--- src/rtl/hazard_pkg.sv ---
// Shared types and constants for the pipeline hazard controller.
package hazard_pkg;

  typedef enum logic [1:0] {
    ST_RUN   = 2'd0,
    ST_STALL = 2'd1,
    ST_MWAIT = 2'd2,
    ST_HALT  = 2'd3
  } state_t;

  localparam logic [1:0] FWD_RF = 2'b00;
  localparam logic [1:0] FWD_MW = 2'b01;
  localparam logic [1:0] FWD_EM = 2'b10;

endpackage

--- src/rtl/hazard_ctrl_sat_counter.sv ---
// Saturating up-counter with synchronous clear; holds at all-ones.
module sat_counter #(
  parameter int W = 16
) (
  input  logic         clk,
  input  logic         clear,
  input  logic         inc,
  output logic [W-1:0] cnt
);

  always_ff @(posedge clk) begin
    if (clear)
      cnt <= '0;
    else if (inc && (cnt != '1))
      cnt <= cnt + W'(1);
  end

endmodule

--- src/rtl/hazard_ctrl.sv ---
// 5-stage pipeline hazard controller: RAW detection, forwarding select,
// memory-wait / halt sequencing and saturating stall/flush counters.
module hazard_ctrl
  import hazard_pkg::*;
#(
  parameter int REG_W   = 3,
  parameter int FWD_EN  = 1,
  parameter int R0_ZERO = 0,
  parameter int CNT_W   = 16
) (
  input  logic             clk,
  input  logic             rst,
  input  logic [REG_W-1:0] fd_rs,
  input  logic [REG_W-1:0] fd_rt,
  input  logic             fd_rs_used,
  input  logic             fd_rt_used,
  input  logic [REG_W-1:0] de_rs,
  input  logic [REG_W-1:0] de_rt,
  input  logic [REG_W-1:0] de_rd,
  input  logic             de_regwrite,
  input  logic             de_memread,
  input  logic [REG_W-1:0] em_rd,
  input  logic             em_regwrite,
  input  logic             em_memread,
  input  logic [REG_W-1:0] mw_rd,
  input  logic             mw_regwrite,
  input  logic             branch_taken,
  input  logic             dmem_stall,
  input  logic             mw_halt,
  output logic             pc_hold,
  output logic             fd_hold,
  output logic             fd_flush,
  output logic             de_nop,
  output logic             pipe_freeze,
  output logic [1:0]       fwd_a,
  output logic [1:0]       fwd_b,
  output logic             halted,
  output logic [CNT_W-1:0] stall_cnt,
  output logic [CNT_W-1:0] flush_cnt
);

  function automatic logic reg_match(input logic used, input logic we,
                                     input logic [REG_W-1:0] src,
                                     input logic [REG_W-1:0] rd);
    return used && we && (src == rd) && !((R0_ZERO != 0) && (rd == '0));
  endfunction

  // ---------------- data hazard ----------------
  logic rs_de, rt_de, rs_em, rt_em, haz;

  always_comb begin
    rs_de = reg_match(fd_rs_used, de_regwrite, fd_rs, de_rd);
    rt_de = reg_match(fd_rt_used, de_regwrite, fd_rt, de_rd);
    rs_em = reg_match(fd_rs_used, em_regwrite, fd_rs, em_rd);
    rt_em = reg_match(fd_rt_used, em_regwrite, fd_rt, em_rd);
    // Without forwarding every in-flight producer ahead of WB must drain.
    haz = (FWD_EN != 0) ? (de_memread && (rs_de || rt_de))
                        : (rs_de || rt_de || rs_em || rt_em);
  end

  // ---------------- forwarding ----------------
  logic [1:0][REG_W-1:0] ex_src;
  logic [1:0][1:0]       fwd_sel;

  assign ex_src = {de_rt, de_rs};

  for (genvar g = 0; g < 2; g++) begin : g_fwd
    always_comb begin
      fwd_sel[g] = FWD_RF;
      // A load in EX/MEM has no data yet, so it never sources a forward.
      if (reg_match(1'b1, em_regwrite && !em_memread, ex_src[g], em_rd))
        fwd_sel[g] = FWD_EM;
      else if (reg_match(1'b1, mw_regwrite, ex_src[g], mw_rd))
        fwd_sel[g] = FWD_MW;
      if ((FWD_EN == 0) || !rst)
        fwd_sel[g] = FWD_RF;
    end
  end

  assign fwd_a = fwd_sel[0];
  assign fwd_b = fwd_sel[1];

  // ---------------- control FSM ----------------
  state_t state, state_nxt;

  always_ff @(posedge clk) begin
    if (!rst)
      state <= ST_RUN;
    else
      state <= state_nxt;
  end

  always_comb begin
    state_nxt   = state;
    pc_hold     = 1'b0;
    fd_hold     = 1'b0;
    fd_flush    = 1'b0;
    de_nop      = 1'b0;
    pipe_freeze = 1'b0;
    halted      = 1'b0;
    if (!rst) begin
      state_nxt = ST_RUN;
    end else if (state == ST_HALT) begin
      pc_hold     = 1'b1;
      fd_hold     = 1'b1;
      pipe_freeze = 1'b1;
      halted      = 1'b1;
    end else begin
      // RUN, STALL and MWAIT all re-evaluate the inputs from scratch.
      if (dmem_stall) begin
        pc_hold     = 1'b1;
        fd_hold     = 1'b1;
        pipe_freeze = 1'b1;
      end else if (haz) begin
        pc_hold = 1'b1;
        fd_hold = 1'b1;
        de_nop  = 1'b1;
      end else if (branch_taken) begin
        fd_flush = 1'b1;
      end

      if (mw_halt)         state_nxt = ST_HALT;
      else if (dmem_stall) state_nxt = ST_MWAIT;
      else if (haz)        state_nxt = ST_STALL;
      else                 state_nxt = ST_RUN;
    end
  end

  // ---------------- performance counters ----------------
  logic stall_inc;
  assign stall_inc = pc_hold && (state != ST_HALT);

  sat_counter #(.W(CNT_W)) u_stall_cnt (
    .clk   (clk),
    .clear (!rst),
    .inc   (stall_inc),
    .cnt   (stall_cnt)
  );

  sat_counter #(.W(CNT_W)) u_flush_cnt (
    .clk   (clk),
    .clear (!rst),
    .inc   (fd_flush),
    .cnt   (flush_cnt)
  );

endmodule

--- config.mk ---
export PLATFORM = sky130hd
export DESIGN_NAME = hazard_ctrl
export DESIGN_NICKNAME = d
export VERILOG_FILES = /design/src/rtl/hazard_pkg.sv /design/src/rtl/hazard_ctrl_sat_counter.sv /design/src/rtl/hazard_ctrl.sv
export SDC_FILE = /design/constraint.sdc
export NUM_CORES = 1
export LEC_CHECK = 0
export BUFFER_PORTS_ARGS = -buffer_cell sky130_fd_sc_hd__buf_2
export CAP_MARGIN = 40
export CORE_MARGIN = 5
export CORE_UTILIZATION = 53
export DETAILED_ROUTE_END_ITERATION = 7
export MAX_ROUTING_LAYER = met4
export PLACE_DENSITY = 0.85
export SLEW_MARGIN = 25
export SYNTH_ARGS = -nofsm -noshare
export SYNTH_HDL_FRONTEND = slang
export SYNTH_SLANG_ARGS = --single-unit
--- constraint.sdc ---
create_clock -name clk -period 3.6 [get_ports clk]
set_input_delay 0.54 -clock clk [delete_from_list [all_inputs] [get_ports clk]]
set_output_delay 0.54 -clock clk [all_outputs]
set_load 0.02 [all_outputs]
Word-level counts from Yosys, hierarchy flattened
Index checks and enable logic that the tools add are counted.
{"block": "op_classes", "addsub": 2, "n_eq_ne": 10, "n_mux": 26, "reduce_logical": 15}
{"operator": "$add 16x1->16 const B", "n": 2}
{"operator": "$ne 16x16->1 const B", "n": 2}
{"operator": "$mux 1", "n": 20}
{"operator": "$eq 3x3->1", "n": 6}
{"operator": "$logic_and 1x1->1", "n": 13}
{"operator": "$mux 2", "n": 6}
{"operator": "$eq 2x2->1 const B", "n": 1}
{"operator": "$ne 2x2->1 const B", "n": 1}
{"operator": "$logic_not 1->1", "n": 1}
{"operator": "$logic_or 1x1->1", "n": 1}
{"block": "totals", "register_bits": 34, "output_inout_bits": 42}

Logic depth before layout (Yosys ltp)
{"block": "logic_depth", "ltp_word": 10, "depth_mapped": 6, "mapped_depth_nobuf": 6}

Hierarchy
A second synthesis with hierarchy kept.
{"block": "unflattened", "cells_unflattened": 249, "hier_area_um2": 2069.5}
{"mod": "sat_counter", "instances": 2, "cells_per_inst": 99, "area_each_um2": 848.3, "seq_area_each_um2": 320.3}
{"mod": "hazard_ctrl", "instances": 1, "cells_per_inst": 51, "area_each_um2": 372.9, "seq_area_each_um2": 40.0}

Least setup slack after synthesis
No wires, ideal clock.
{"block": "synth_timing", "kind": "input-to-output", "startpoint": "input port de_rd[2]", "endpoint": "output port pc_hold", "arrival_time_ns": 2.224, "t_required_ns": 3.060, "path_slack_ns": 0.836, "path_stages": 6, "n_path_buf": 2, "path_cell_list": "xor2_1 or4_4 o211a_4 clkbuf_1 nor2_1 buf_4"}
{"block": "synth_between", "elab_chain_cells": 8, "word_cells_on_any_way": 10, "cone_classes": "eq/ne: 2; mux: 4; reduce/logical: 4"}
{"element": "start, declared", "line": "hazard_ctrl.sv:19", "text": "input logic [REG_W-1:0] de_rd,"}
{"element": "$eq 3x3->1", "line": "hazard_ctrl.sv:45", "text": "return used && we && (src == rd) && !((R0_ZERO != 0) && (rd == '0));"}
{"element": "$logic_and 1x1->1", "line": "hazard_ctrl.sv:45"}
{"element": "$logic_or 1x1->1 *"}
{"element": "$logic_and 1x1->1 *", "line": "hazard_ctrl.sv:57", "text": "haz = (FWD_EN != 0) ? (de_memread && (rs_de || rt_de))"}
{"element": "$mux 1 * (4 in series)"}
{"element": "end, declared", "line": "hazard_ctrl.sv:30", "text": "output logic pc_hold,"}
Mark *: on every way between the ends. The rest lies on a longest branch, timed or not.

Worst setup path after layout
{"block": "layout_timing", "startpoint": "input port de_rd[2]", "endpoint": "output port fd_hold"}
{"block": "layout_between", "elab_chain_cells": 8, "word_cells_on_any_way": 10, "cone_classes": "eq/ne: 2; mux: 4; reduce/logical: 4"}
{"element": "$eq 3x3->1", "line": "hazard_ctrl.sv:45"}
{"element": "$logic_and 1x1->1", "line": "hazard_ctrl.sv:45"}
{"element": "$logic_or 1x1->1 *"}
{"element": "$logic_and 1x1->1 *", "line": "hazard_ctrl.sv:57"}
{"element": "$mux 1 *", "line": "hazard_ctrl.sv:114", "text": "end else if (haz) begin"}
{"element": "$mux 1 *", "line": "hazard_ctrl.sv:110", "text": "if (dmem_stall) begin"}
{"element": "$mux 1 *", "line": "hazard_ctrl.sv:103", "text": "end else if (state == ST_HALT) begin"}
{"element": "$mux 1 *", "line": "hazard_ctrl.sv:101", "text": "if (!rst) begin"}
{"element": "end, declared", "line": "hazard_ctrl.sv:31", "text": "output logic fd_hold,"}
Marks and branches as above.

==> flow_summary.toml <==
[timing]
setup_ws_ns = 1.04
hold_violations = 0
fmax_mhz = 391
setup_viol = 0
finClkSkew_ns = 0.00816
min_period_ns = 2.56
tns_ns = 0
fin_crit_sh = 0.711
rsz0062_at_grt = "false"
slew_headroom = 0.534
max_slew.worst_pin.slew_ns = 0.692
maxSlewViolCount = 0

[critical_path]
cp-start-kind = "primary input"
cp.arrival_ns = 2.02
crit_fanout = 25
required_ns = 3.06
crit_type = "in2out"
end_kind = "primary output"

[cells_and_area]
final_cell_mix = "buf_2 (74), dfxtp_1 (34), nand2_1 (25)"
postLayoutCellArea_um2 = 2560
drive_gt1_frac = 0.277
final_core_util = 0.688
antenna_cells = 0
syn_to_final_growth_pct = 23.4
nets = 360
layout_commonest_cell = "buf_2"

[logic_synthesis]
synth-seq-area-share = 0.329
async_reset_ff_frac = 0
yosysWarnings = 0
synth_nets = 285
synth_cells = 250
synth_top_cell_area_share = 0.329
syn-cell-area_um2 = 2070
syn_avg_cell_area_um2 = 8.29
ys_types = 43
ys_ff_latch = 34
synth-edff-count = 0
yosys-top-cells-area = "dfxtp_1 (33%), xor2_1 (6.8%), mux2i_1 (5.8%), nand2_1 (4.5%), a21oi_1 (3.6%)"
synthFlopType = "dfxtp_1"
synth_area_leader_cell = "dfxtp_1"

[detailed_routing]
drtAntennaViolNets = 0
drtIter0Drc = 166
finalWirelength_um = 5430
drt_first_pass_iters = 4
drc = 0
wl_per_cell_um = 14.5
dr_total_vias = 2214
viasPerCell = 5.94

[clock_network]
h-tree-depth = 2
cts_tree = "built"
clock_latency_ns = 0.29
cts_sinks = 34
cts_setup_buffers = 0
cts_made_buffers = 5
hold_buffers = 0
clockBufferDepth = 2
cts-root-buf = "clkbuf_8"
postCtsResizedCells = 0
cts.clk_slew.worst_paths_ns = 0.06

[die]
core_um2 = 3720
design.die.area_um2 = 5260
ios = 75
die_x_um = 72.5
fp-row-count = 22
die_height_um = 72.5
initial_core_util = 0.558

[grt]
grt_pass1_wl_um = 8950
grt_pass1_vias = 2035
track_usage = 0.219
antenna_found_initial = 0
grt_max_degree = 36
overflow = 0

[placed_design]
dpl_cell_area_um2 = 2470
hpwl_um = 4110
place_ws_ns = 1.04
io_buffer_count = 74
place_congestion = 0.824

[power]
p_leak_uw = 0.00103
vdd_drop_max_uv = 230
power.density_nw_per_um2 = 299

[run_status]
outcome = "complete, no violations"

[worst_hold_path]
hold_path.class = "reg2reg"

[run]
drv_cap = 0
-- per-stage QoR --
| step | hold slack, ns | instances | total power [uW] |
|---|---|---|---|
| 3_3_place_gp | 0.470 | 365 | 501 |
| 5_1_grt | 0.502 | 373 | 803 |
| 2_1_floorplan | 0.552 | 250 | 463 |
| 6_report | 0.491 | 373 | 765 |
| 4_1_cts | 0.496 | 372 | 767 |
| 3_5_place_dp | 0.487 | 365 | 506 |
-- cells by family after synthesis --
| family | count (synthesis) | synth area share |
|---|---|---|
| flip-flops | 34 | 0.329 |
| AND/OR/NAND/NOR | 113 | 0.314 |
| multiplexers | 12 | 0.0580 |
| XOR/XNOR | 18 | 0.0761 |
| adder cells (fa/ha/maj) | 2 | 0.0121 |
| buffers and inverters | 19 | 0.0405 |
| AO/OA/AOI/OAI | 52 | 0.171 |
-- final timing paths --
kind | cells after the start | from | slack (ns) | end
setup / recovery | 6 | de_rd[2] | 1.04 | fd_hold
hold / removal | 2 | u_stall_cnt.cnt[1]$_SDFFE_PN0P_ | 0.49 | u_stall_cnt.cnt[1]$_SDFFE_PN0P_
setup reg to reg | 6 | u_flush_cnt.cnt[0]$_SDFFE_PN0P_ | 1.37 | u_flush_cnt.cnt[3]$_SDFFE_PN0P_
hold reg to reg | 2 | u_stall_cnt.cnt[1]$_SDFFE_PN0P_ | 0.49 | u_stall_cnt.cnt[1]$_SDFFE_PN0P_
-- sequential cells by signal, summed over array words and instances (netlist names) --
signal           flops
u_flush_cnt.cnt     16
state                2
u_stall_cnt.cnt     16
-- cell type report --
class                           instances  area, um^2
Clock buffer                            7        76.3
Fill cell                             341        1160
Inverter                                9        33.8
Multi-Input combinational cell        197        1310
Sequential cell                        34         681
Tap cell                               48        60.1
Timing Repair Buffer                   78         398
-- critical path: stages --
cell and delay (ns):
buf_2 0.11, xor2_1 0.16, or4_4 0.56, o211a_4 0.34, nor2_1 0.13, buf_2 0.18
-- metal layers --
| layer | vias up | global-route usage | wire length [um] |
|---|---|---|---|
| met5 | - | - | 0 |
| met4 | 0 | 0.0820 | 93 |
| met3 | 10 | 0.0609 | 389 |
| met2 | 80 | 0.372 | 2840 |
| met1 | 1035 | 0.243 | 2100 |
| li1 | 1089 | - | - |
-- cell usage after synthesis, types with 7 or more instances --
cell      instances
dfxtp_1          34
mux2i_1          12
nand2_1          25
xor2_1           16
a21oi_1          15
nand3_1          15
nand2b_1         12
inv_1             7
o21ai_0           9
nor2_1            8
or4_1             9
nand4_1           7
clkbuf_1          7
nor4_1           12
o31ai_1          10
-- power breakdown --
| group | switching (uW) | internal (uW) |
|---|---|---|
| logic | 65.6 | 43.4 |
| registers | 5.90 | 382 |
| clock network | 135 | 133 |
No activity file was read; power rests on OpenSTA's default activity.
